$ cat src/rtl/video_timing_monitor.sv
// video_timing_monitor
// Passive checker for an HS/VS/DE/RGB video stream. It measures line length,
// active pixels per line, lines per frame and active lines per frame, compares
// them against the expected timing, tracks lock through a small state machine
// and keeps a per-frame RGB checksum. Every output is registered.
//
// Ports:
//   Clock, Reset          pixel clock (posedge), asynchronous active-low reset
//   HS, VS, DE, R, G, B   video stream from the generator
//   ClearErr              one-cycle synchronous clear of the sticky ErrFlags
//   HTotal, HActive       last line length / last active line's DE count
//   VTotal, VActive       lines / active lines of the last complete frame
//   FrameSum              sum mod 2^16 of R+G+B over DE-high cycles of last frame
//   FrameCount            completed frames since reset (wraps)
//   MeasValid             one-cycle pulse when V measurements and FrameSum update
//   Locked                high while the timing is locked
//   ErrFlags              sticky mismatch bits {VActive, VTotal, HActive, HTotal}
module video_timing_monitor #(
  parameter int unsigned H_TOTAL     = 1056,
  parameter int unsigned H_ACTIVE    = 800,
  parameter int unsigned V_TOTAL     = 628,
  parameter int unsigned V_ACTIVE    = 600,
  parameter logic        SYNC_ACTIVE = 1'b1,
  parameter int unsigned LOCK_FRAMES = 2
) (
  input  logic        Clock,
  input  logic        Reset,
  input  logic        HS,
  input  logic        VS,
  input  logic        DE,
  input  logic [7:0]  R,
  input  logic [7:0]  G,
  input  logic [7:0]  B,
  input  logic        ClearErr,
  output logic [11:0] HTotal,
  output logic [11:0] HActive,
  output logic [11:0] VTotal,
  output logic [11:0] VActive,
  output logic [15:0] FrameSum,
  output logic [15:0] FrameCount,
  output logic        MeasValid,
  output logic        Locked,
  output logic [3:0]  ErrFlags
);

  localparam logic [11:0] H_TOTAL_C  = 12'(H_TOTAL);
  localparam logic [11:0] H_ACTIVE_C = 12'(H_ACTIVE);
  localparam logic [11:0] V_TOTAL_C  = 12'(V_TOTAL);
  localparam logic [11:0] V_ACTIVE_C = 12'(V_ACTIVE);
  localparam logic [3:0]  LOCK_C     = 4'(LOCK_FRAMES);

  typedef enum logic [1:0] {
    ST_SEARCH  = 2'd0,
    ST_ACQUIRE = 2'd1,
    ST_LOCKED  = 2'd2,
    ST_ERROR   = 2'd3
  } state_t;

  // 12-bit counter increment that sticks at all-ones instead of wrapping.
  function automatic logic [11:0] sat_inc(input logic [11:0] v, input logic en);
    if (en && (v != 12'hFFF)) begin
      return v + 12'd1;
    end else begin
      return v;
    end
  endfunction

  // Input pipeline
  logic       hs_s1_r, hs_s2_r, vs_s1_r, vs_s2_r, de_s1_r;
  logic [7:0] r_s1_r, g_s1_r, b_s1_r;

  // Line / frame accumulators
  logic [11:0] line_cnt_r, de_cnt_r, v_tot_cnt_r, v_act_cnt_r;
  logic [15:0] sum_r;
  logic        hs_seen_r, frame_herr_r;

  // Output registers
  logic [11:0] htotal_r, hactive_r, vtotal_r, vactive_r;
  logic [15:0] frame_sum_r, frame_count_r;
  logic        meas_valid_r, locked_r;
  logic [3:0]  err_flags_r;

  // Control
  state_t     state_r, state_nx_s;
  logic [3:0] match_cnt_r, match_nx_s, match_inc_s;

  // Combinational helpers
  logic        hs_edge_s, vs_edge_s;
  logic [11:0] line_len_s, de_len_s, htot_eff_s, hact_eff_s, vtot_eff_s, vact_eff_s;
  logic        line_active_s, h_valid_s, hact_valid_s;
  logic        htot_mis_s, hact_mis_s, h_mis_s, frame_ok_s;
  logic [15:0] pix_sum_s, sum_eff_s;
  logic [3:0]  frame_err_s, err_set_s, err_nx_s;

  // Two-stage input registers; sync inputs reset to their inactive level.
  always_ff @(posedge Clock or negedge Reset) begin
    if (!Reset) begin
      hs_s1_r <= ~SYNC_ACTIVE;
      hs_s2_r <= ~SYNC_ACTIVE;
      vs_s1_r <= ~SYNC_ACTIVE;
      vs_s2_r <= ~SYNC_ACTIVE;
      de_s1_r <= 1'b0;
      r_s1_r  <= 8'd0;
      g_s1_r  <= 8'd0;
      b_s1_r  <= 8'd0;
    end else begin
      hs_s1_r <= HS;
      hs_s2_r <= hs_s1_r;
      vs_s1_r <= VS;
      vs_s2_r <= vs_s1_r;
      de_s1_r <= DE;
      r_s1_r  <= R;
      g_s1_r  <= G;
      b_s1_r  <= B;
    end
  end

  // Edge detection, per-line and per-frame values including the current cycle.
  // The edge cycle itself is counted as the last cycle of the ending line, and a
  // coincident HS edge is folded into the ending frame.
  always_comb begin
    hs_edge_s     = (hs_s1_r == SYNC_ACTIVE) && (hs_s2_r != SYNC_ACTIVE);
    vs_edge_s     = (vs_s1_r == SYNC_ACTIVE) && (vs_s2_r != SYNC_ACTIVE);
    line_len_s    = sat_inc(line_cnt_r, 1'b1);
    de_len_s      = sat_inc(de_cnt_r, de_s1_r);
    line_active_s = (de_len_s != 12'd0);
    // The first line after reset is partial and is never measured.
    h_valid_s     = hs_edge_s && hs_seen_r;
    // Blanking lines carry no DE, so HActive only tracks lines that had pixels.
    hact_valid_s  = h_valid_s && line_active_s;
    htot_mis_s    = h_valid_s && (line_len_s != H_TOTAL_C);
    hact_mis_s    = hact_valid_s && (de_len_s != H_ACTIVE_C);
    h_mis_s       = htot_mis_s || hact_mis_s;
    htot_eff_s    = h_valid_s ? line_len_s : htotal_r;
    hact_eff_s    = hact_valid_s ? de_len_s : hactive_r;
    vtot_eff_s    = sat_inc(v_tot_cnt_r, hs_edge_s);
    vact_eff_s    = sat_inc(v_act_cnt_r, hs_edge_s && line_active_s);
    pix_sum_s     = {8'd0, r_s1_r} + {8'd0, g_s1_r} + {8'd0, b_s1_r};
    sum_eff_s     = de_s1_r ? (sum_r + pix_sum_s) : sum_r;
    frame_err_s   = {(vact_eff_s != V_ACTIVE_C), (vtot_eff_s != V_TOTAL_C),
                     (hact_eff_s != H_ACTIVE_C), (htot_eff_s != H_TOTAL_C)};
    // A frame with any bad line anywhere is not a clean frame.
    frame_ok_s    = (frame_err_s == 4'd0) && !frame_herr_r && !h_mis_s;
    match_inc_s   = match_cnt_r + 4'd1;
  end

  // Line measurement: line/DE counters and the HTotal/HActive latches.
  always_ff @(posedge Clock or negedge Reset) begin
    if (!Reset) begin
      line_cnt_r <= 12'd0;
      de_cnt_r   <= 12'd0;
      hs_seen_r  <= 1'b0;
      htotal_r   <= 12'd0;
      hactive_r  <= 12'd0;
    end else if (hs_edge_s) begin
      line_cnt_r <= 12'd0;
      de_cnt_r   <= 12'd0;
      hs_seen_r  <= 1'b1;
      if (h_valid_s) begin
        htotal_r <= line_len_s;
      end
      if (hact_valid_s) begin
        hactive_r <= de_len_s;
      end
    end else begin
      line_cnt_r <= line_len_s;
      de_cnt_r   <= de_len_s;
    end
  end

  // Frame accumulators and the V/checksum/frame-count latches.
  always_ff @(posedge Clock or negedge Reset) begin
    if (!Reset) begin
      v_tot_cnt_r   <= 12'd0;
      v_act_cnt_r   <= 12'd0;
      sum_r         <= 16'd0;
      frame_herr_r  <= 1'b0;
      vtotal_r      <= 12'd0;
      vactive_r     <= 12'd0;
      frame_sum_r   <= 16'd0;
      frame_count_r <= 16'd0;
      meas_valid_r  <= 1'b0;
    end else if (vs_edge_s) begin
      v_tot_cnt_r  <= 12'd0;
      v_act_cnt_r  <= 12'd0;
      sum_r        <= 16'd0;
      frame_herr_r <= 1'b0;
      // The edge that leaves SEARCH closes a partial frame: nothing is reported.
      if (state_r != ST_SEARCH) begin
        vtotal_r      <= vtot_eff_s;
        vactive_r     <= vact_eff_s;
        frame_sum_r   <= sum_eff_s;
        frame_count_r <= frame_count_r + 16'd1;
        meas_valid_r  <= 1'b1;
      end else begin
        meas_valid_r  <= 1'b0;
      end
    end else begin
      v_tot_cnt_r  <= vtot_eff_s;
      v_act_cnt_r  <= vact_eff_s;
      sum_r        <= sum_eff_s;
      frame_herr_r <= frame_herr_r | h_mis_s;
      meas_valid_r <= 1'b0;
    end
  end

  // Lock state machine: next state and match counter.
  always_comb begin
    state_nx_s = state_r;
    match_nx_s = match_cnt_r;
    case (state_r)
      ST_SEARCH: begin
        if (vs_edge_s) begin
          state_nx_s = ST_ACQUIRE;
          match_nx_s = 4'd0;
        end else begin
          state_nx_s = ST_SEARCH;
        end
      end
      ST_ACQUIRE: begin
        if (vs_edge_s && frame_ok_s) begin
          match_nx_s = match_inc_s;
          if (match_inc_s >= LOCK_C) begin
            state_nx_s = ST_LOCKED;
          end else begin
            state_nx_s = ST_ACQUIRE;
          end
        end else if (vs_edge_s) begin
          match_nx_s = 4'd0;
          state_nx_s = ST_ACQUIRE;
        end else begin
          state_nx_s = ST_ACQUIRE;
        end
      end
      ST_LOCKED: begin
        // A bad line drops lock at once; a bad frame drops it at frame end.
        if (h_mis_s || (vs_edge_s && !frame_ok_s)) begin
          state_nx_s = ST_ERROR;
        end else begin
          state_nx_s = ST_LOCKED;
        end
      end
      ST_ERROR: begin
        if (vs_edge_s && frame_ok_s) begin
          state_nx_s = ST_ACQUIRE;
          match_nx_s = 4'd1;
        end else begin
          state_nx_s = ST_ERROR;
        end
      end
      default: begin
        state_nx_s = ST_SEARCH;
        match_nx_s = 4'd0;
      end
    endcase
  end

  // Sticky error flags: a new mismatch wins over a simultaneous clear.
  always_comb begin
    err_set_s = 4'd0;
    if (state_r != ST_SEARCH) begin
      err_set_s = {2'b00, hact_mis_s, htot_mis_s} | (vs_edge_s ? frame_err_s : 4'd0);
    end else begin
      err_set_s = 4'd0;
    end
    err_nx_s = (ClearErr ? 4'd0 : err_flags_r) | err_set_s;
  end

  // State, match counter and status registers.
  always_ff @(posedge Clock or negedge Reset) begin
    if (!Reset) begin
      state_r     <= ST_SEARCH;
      match_cnt_r <= 4'd0;
      locked_r    <= 1'b0;
      err_flags_r <= 4'd0;
    end else begin
      state_r     <= state_nx_s;
      match_cnt_r <= match_nx_s;
      locked_r    <= (state_nx_s == ST_LOCKED);
      err_flags_r <= err_nx_s;
    end
  end

  assign HTotal     = htotal_r;
  assign HActive    = hactive_r;
  assign VTotal     = vtotal_r;
  assign VActive    = vactive_r;
  assign FrameSum   = frame_sum_r;
  assign FrameCount = frame_count_r;
  assign MeasValid  = meas_valid_r;
  assign Locked     = locked_r;
  assign ErrFlags   = err_flags_r;

endmodule

$ cat config.mk
export PLATFORM = sky130hd
export DESIGN_NAME = video_timing_monitor
export DESIGN_NICKNAME = d
export VERILOG_FILES = /design/src/rtl/video_timing_monitor.sv
export SDC_FILE = /design/constraint.sdc
export NUM_CORES = 1
export LEC_CHECK = 0
export BUFFER_PORTS_ARGS = -buffer_cell sky130_fd_sc_hd__buf_4
export CAP_MARGIN = 20
export CORE_MARGIN = 5
export CORE_UTILIZATION = 52
export DETAILED_ROUTE_END_ITERATION = 6
export GPL_TIMING_DRIVEN = 0
export PLACE_DENSITY_LB_ADDON = 0.12
export RECOVER_POWER = 50
export SETUP_SLACK_MARGIN = 0.02
export SYNTH_ARGS = -nofsm -noshare
export SYNTH_HDL_FRONTEND = slang
export SYNTH_SLANG_ARGS = --single-unit
$ cat constraint.sdc
create_clock -name Clock -period 3.7 [get_ports Clock]
set_clock_uncertainty 0.05 [all_clocks]
set_input_delay 0.37 -clock Clock [delete_from_list [all_inputs] [get_ports Clock]]
set_output_delay 0.37 -clock Clock [all_outputs]
set_load 0.005 [all_outputs]
==> flow_metrics.tcl, run 1 <==
set metrics [dict create \
    met2_usage 0.377 \
    viasPerCell 5.48 \
    synth_common_cells "187 x dfrtp_1, 104 x nand2_1, 95 x nor2_1" \
    drive_gt1_frac 0.209 \
    hold_viol 0 \
    cp_max_fo 4 \
    fp.dieW_um 141 \
    synth-edff-count 0 \
    path_class "reg2reg" \
    rows 48 \
    leakage_nw 5.14 \
    grt_overflow 0 \
    tightestPinTransition_ns 1.73 \
    drc 0 \
    grt.met1_usage 0.296 \
    fin_ws_ns -0.160 \
    ys_warn_count 0 \
    vias 7196 \
    wirelength_um 21400 \
    required_ns 3.95 \
    synth_top_area_cell "dfrtp_1" \
    root_buffer "clkbuf_16" \
    avgSynthCellArea_um2 10.2 \
    outcome "finished with violations" \
    r2r-end "match_cnt_r[1]" \
    setup_viol 7 \
    timing.rr.start "de_cnt_r[0]" \
    seqCellArea_mm2 0.00468 \
    fp.dieH_um 141 \
    path_clk_slew_ns 0.07 \
    ys_types 67 \
    fin_crit_sh 1.04 \
    startpoint_type "flop" \
    worst-endpoint-arrival_ns 4.11 \
    violations "capacitance limit, slew limit, setup timing" \
    finalPower_mw 6.05 \
    initial_core_util 0.524 \
    dieArea_mm2 0.0200 \
    grt_pass1_vias 7322 \
    core_mm2 0.0171 \
    cts_max_level 4 \
    grt_pass1_wl_um 36400 \
    crit_end "match_cnt_r[1]" \
    post-synth-top-count-cell "dfrtp_1" \
    cts_buffer_depth 2 \
    io_pins 116 \
    ff2ff_path_depth 12 \
    dr.first_iter.drc_count 372 \
    grt_util_all_layers 0.226 \
    grt_antenna_before_repair 0 \
    power.density_mw_per_mm2 527 \
    synth_fp_nets 945 \
    insertion_delay_ns 0.44 \
    dr.pass1.iters 5 \
    relSlewSlack -0.154 \
    cts.sinks 187 \
    gr-max-usage-layer "met2" \
    grt_setup_unrepaired "true" \
    yosys-top-cells-area "dfrtp_1 52%, nand2_1 4.4%, o21ai_0 4.2%" \
    yosysTopAreaCellShare 0.522 \
    grt_max_degree 119 \
    async_flop_share 1.00 \
    syn-instance-count 881 \
    holdCritPathClass "in2reg" \
    cts_buffers 17 \
    rrSetupSlack_ns -0.16 \
    ant_nets 0 \
    synth-seq-area-share 0.522 \
    synth_area_mm2 0.00896 \
    met3_usage 0.0533 \
    cts_tree "done" \
    hold_ws_ns 0.111 \
    fin_crit_ns 3.86 \
    antenna_cells 0 \
    portBuffers 115 \
    synth_top_flop_cell "dfrtp_1" \
    end_kind "flop" \
    crit_start "de_cnt_r[0]" \
    peakVddDrop_mv 0.488 \
    fillers 1376 \
    nNetsFinal 1138 \
    dp_hpwl_um 14700 \
    slew_violations 71 \
    cap_violations 1 \
    place_congestion 0.911 \
    max_freq_mhz 259 \
    multi_input_area_mm2 0.00431 \
    wire_per_inst_um 16.3 \
    synth_seq_cells 187 \
    syn_to_final_growth_pct 28.1 \
]
-- cells by family (layout without fill, tap and decap cells) --
| family | after synthesis | in the layout | share of synthesized area |
|---|---|---|---|
| and+or+nand+nor | 344 | 344 | 0.190 |
| DFF | 187 | 187 | 0.522 |
| AOI/OAI and AO/OA | 186 | 186 | 0.131 |
| xor gates and xnor gates | 48 | 48 | 0.0469 |
| adders and majority gates | 34 | 34 | 0.0609 |
| muxes | 20 | 20 | 0.0225 |
| buffers and inverters | 62 | 268 | 0.0275 |
-- layout by cell type, fill, tap and decap left out, types with 11 or more instances in the layout --
cell type and n:
xnor2_1 31, a21oi_1 20, inv_1 25, fa_1 15, nand2b_1 11, nand2_1 104, xor2_1 15, dfrtp_1 186
nand4_1 15, clkbuf_4 100, buf_4 31, nor2_1 94, dlygate4sd3_1 28, o21ai_0 72, clkbuf_1 41, clkbuf_16 17
ha_1 16, mux2i_1 18, nand3_1 30
-- through the flow --
stage,cells,cell area (um^2),setup slack (ns),TNS (ns),utilization
2_1_floorplan,881,8980,0.0140,0,-
3_3_place_gp,1221,10100,-0.519,-4.09,0.592
3_5_place_dp,1222,10200,-0.562,-4.53,0.594
4_1_cts,1307,11400,-0.164,-0.610,0.666
5_1_grt,1312,11500,-0.238,-2.37,0.671
6_report,1312,11500,-0.160,-0.785,0.671
-- state kept, by name (all words and copies together) (netlist names), 12 cells and up --
name / cells
HActive: 12
VActive: 12
HTotal: 12
v_act_cnt_r: 12
VTotal: 12
de_cnt_r: 12
FrameSum: 16
sum_r: 16
FrameCount: 16
v_tot_cnt_r: 12
line_cnt_r: 12
-- metal layers --
| metal | routed length (um) | vias to the layer above |
|---|---|---|
| li1 | - | 3503 |
| met1 | 9260 | 3536 |
| met2 | 10800 | 133 |
| met3 | 1020 | 24 |
| met4 | 308 | 0 |
| met5 | 0 | - |
-- worst min path at each step --
stage	from	end	slack, ns	depth (start not counted)
2_1_floorplan	Reset	ErrFlags[0]	0.02	0
3_3_place_gp	vs_s1_r	vs_s2_r	0.33	0
3_5_place_dp	Reset	de_cnt_r[2]	0.31	1
4_1_cts	ClearErr	ErrFlags[2]	0.10	2
5_1_grt	ClearErr	ErrFlags[3]	0.12	2
6_report	ClearErr	ErrFlags[2]	0.11	2
-- what timing repair did --
action / CTS / global route
resized for setup: 30 / 34
hold buffers: 28 / 0
gates cloned: 1 / 0
buffers inserted: 25 / 5
hold endpoints to repair: 96 / 0
endpoints found under the setup margin: 21 / 21
pin swaps: 23 / 38
-- layout make-up --
cell class,instances,share of cell area
plain buffers,35,0.0137
well taps,225,0.0245
clock buffers,19,0.0394
repair buffers,175,0.118
flip-flops and latches,187,0.408
inverters,26,0.00850
multi-input cells,632,0.375
clock inverters,13,0.0135
-- report_power, final --
part / switching, mW / internal (mW)
combinational: 0.864 / 0.767
clock: 0.835 / 1.05
sequential: 0.224 / 2.31
total: 1.92 / 4.13
-- critical path, cell delays in order, from the launching register on --
cell and delay [ns]:
dfrtp_2 0.43, ha_4 0.17, and4_4 0.15, a311oi_2 0.26
a31oi_2 0.08, or4_4 0.59, buf_16 0.16, o311ai_4 0.37
mux2i_2 0.12, or4_4 0.49, or4_4 0.54, a21oi_4 0.18
o32ai_2 0.10
No activity file was read; power rests on OpenSTA's default activity.
==> run 2, diff against run 1 <==
CTS_CLUSTER_SIZE = 20   (was unset)
REMOVE_ABC_BUFFERS = 1   (was unset)
==> run 2 against run 1 <==
The flow still finishes with violations (capacitance limit, slew limit, setup timing); global-route usage down 0.58 points; sequential share of layout area fell by 0.19 points; non-clock buffer count decreased by 24; clock power fell by 5%; sequential power about the same; die area unchanged; worst hold slack better by 0.0075 ns; routed wire length decreased by 1.5%; register-to-register slack better by 0.07 ns; combinational power increased by 3%; critical path depth stayed put; count of clock-buffer cells in the layout decreased by 1; highest routed layer unchanged.
==> flow_metrics.tcl, run 2 (synthesis results as in run 1) <==
set metrics [dict create \
    ant_nets 0 \
    max_freq_mhz 264 \
    fin_crit_ns 3.79 \
    fin_ws_ns -0.0921 \
    hold-path-cell-count 2 \
    timing.rr.start "de_cnt_r[1]" \
    antenna_cells 0 \
    dp_slack_ns -0.885 \
    grt_pass1_vias 7278 \
    mostFrequentLayoutCell "dfrtp_1" \
    path_clk_slew_ns 0.07 \
    wire_per_inst_um 16.4 \
    initial_core_util 0.524 \
    dp_hpwl_um 14000 \
    grt_util_all_layers 0.220 \
    grt_antenna_before_repair 0 \
    grt_setup_unrepaired "true" \
    core_mm2 0.0171 \
    drive_gt1_frac 0.238 \
    grt_max_degree 97 \
    insertion_delay_ns 0.42 \
    final_area_mm2 0.0115 \
    tightestPinTransition_ns 2.31 \
    dr.pass1.iters 4 \
    cts_tree "done" \
    r2r-end "match_cnt_r[1]" \
    hold_ws_ns 0.119 \
    cts_max_level 4 \
    required_ns 3.94 \
    portBuffers 115 \
    hold_end "ErrFlags[2]" \
    root_buffer "clkbuf_16" \
    cts_buffers 17 \
    holdCritPathClass "in2reg" \
    cap_violations 1 \
    dieArea_mm2 0.0200 \
    place_congestion 0.910 \
    peakVddDrop_mv 0.357 \
    dr.first_iter.drc_count 348 \
    startpoint_type "flop" \
    worstHoldStart "ClearErr" \
    leakage_nw 5.13 \
    finalPower_mw 6.01 \
    wirelength_um 21100 \
    rrSetupSlack_ns -0.09 \
    ff2ff_path_depth 12 \
    finalSetupTns_ns -0.321 \
    violations "capacitance limit, slew limit, setup timing" \
    fp.dieW_um 141 \
    end_kind "flop" \
    drc 0 \
    viasPerCell 5.45 \
    power.density_mw_per_mm2 520 \
    path_class "reg2reg" \
    rows 48 \
    worst-endpoint-arrival_ns 4.03 \
    hold_viol 0 \
    outcome "finished with violations" \
    vias 7020 \
    cts.sinks 187 \
    grt_overflow 0 \
    grt_pass1_wl_um 35600 \
    nNetsFinal 1115 \
    relSlewSlack -0.537 \
    fin_crit_sh 1.02 \
    final_cell_mix "184 x dfrtp_1, 103 x nand2_1, 102 x clkbuf_4" \
    fp.dieH_um 141 \
    io_pins 116 \
    setup_viol 6 \
    syn_to_final_growth_pct 28.8 \
    dpl_cell_area_mm2 0.0101 \
    cp_max_fo 5 \
    cts_buffer_depth 2 \
    slew_violations 92 \
]
run 2: routing by layer:
metal  global-route usage  wire length (um)  vias to the layer above
met1                0.296              9500                     3404
met4               0.0627               433                        0
met3               0.0445               765                       32
li1                     -                 -                     3447
met5                    0                 0                        -
met2                0.364             10400                      137
run 2: worst max-delay path by stage:
stage                      startpoint             end  cells past startpoint
after detailed placement      de_s1_r  match_cnt_r[1]                     10
after global placement        vs_s1_r  FrameCount[15]                      9
final                     de_cnt_r[1]  match_cnt_r[1]                     12
after global routing      de_cnt_r[1]          Locked                     12
after floorplan               vs_s1_r  FrameCount[13]                      9
after CTS                 de_cnt_r[1]  match_cnt_r[1]                     11
run 2: timing repair:
item,in CTS,in global routing
gates cloned,1,0
setup buffers,33,5
pin swaps,30,26
endpoints found under the setup margin,23,20
hold buffers,28,0
endpoints found under the hold margin,118,0
gates resized for setup,50,28
run 2: per-stage QoR:
step                cells   util
finish               1289  0.675
global route         1289  0.675
floorplan             845      -
detailed placement   1190  0.590
global placement     1185  0.582
CTS                  1284  0.668
run 2: where the power goes:
| part | switching [mW] | internal [mW] | leakage (nW) |
|---|---|---|---|
| combinational | 0.872 | 0.805 | 2.39 |
| clock | 0.788 | 0.999 | 0.288 |
| sequential | 0.234 | 2.31 | 2.45 |
run 2: final cells by class:
cell class	instances	area, um^2
clock inverters	14	146
fillers	1392	5570
flip-flops and latches	187	4690
clock buffers	18	429
repair buffers	186	1500
multi-input cells	633	4410
inverters	26	97.6
well taps	225	282
run 2: critical path: stages, from the launching register on:
cell	delay, ns
dfrtp_1	0.41
ha_4	0.17
nand4_1	0.15
nor3_2	0.33
mux2i_2	0.40
nand4_1	0.19
buf_6	0.18
o31ai_4	0.31
mux2i_1	0.12
or4_4	0.58
or4_4	0.47
a21oi_4	0.19
o32ai_2	0.10
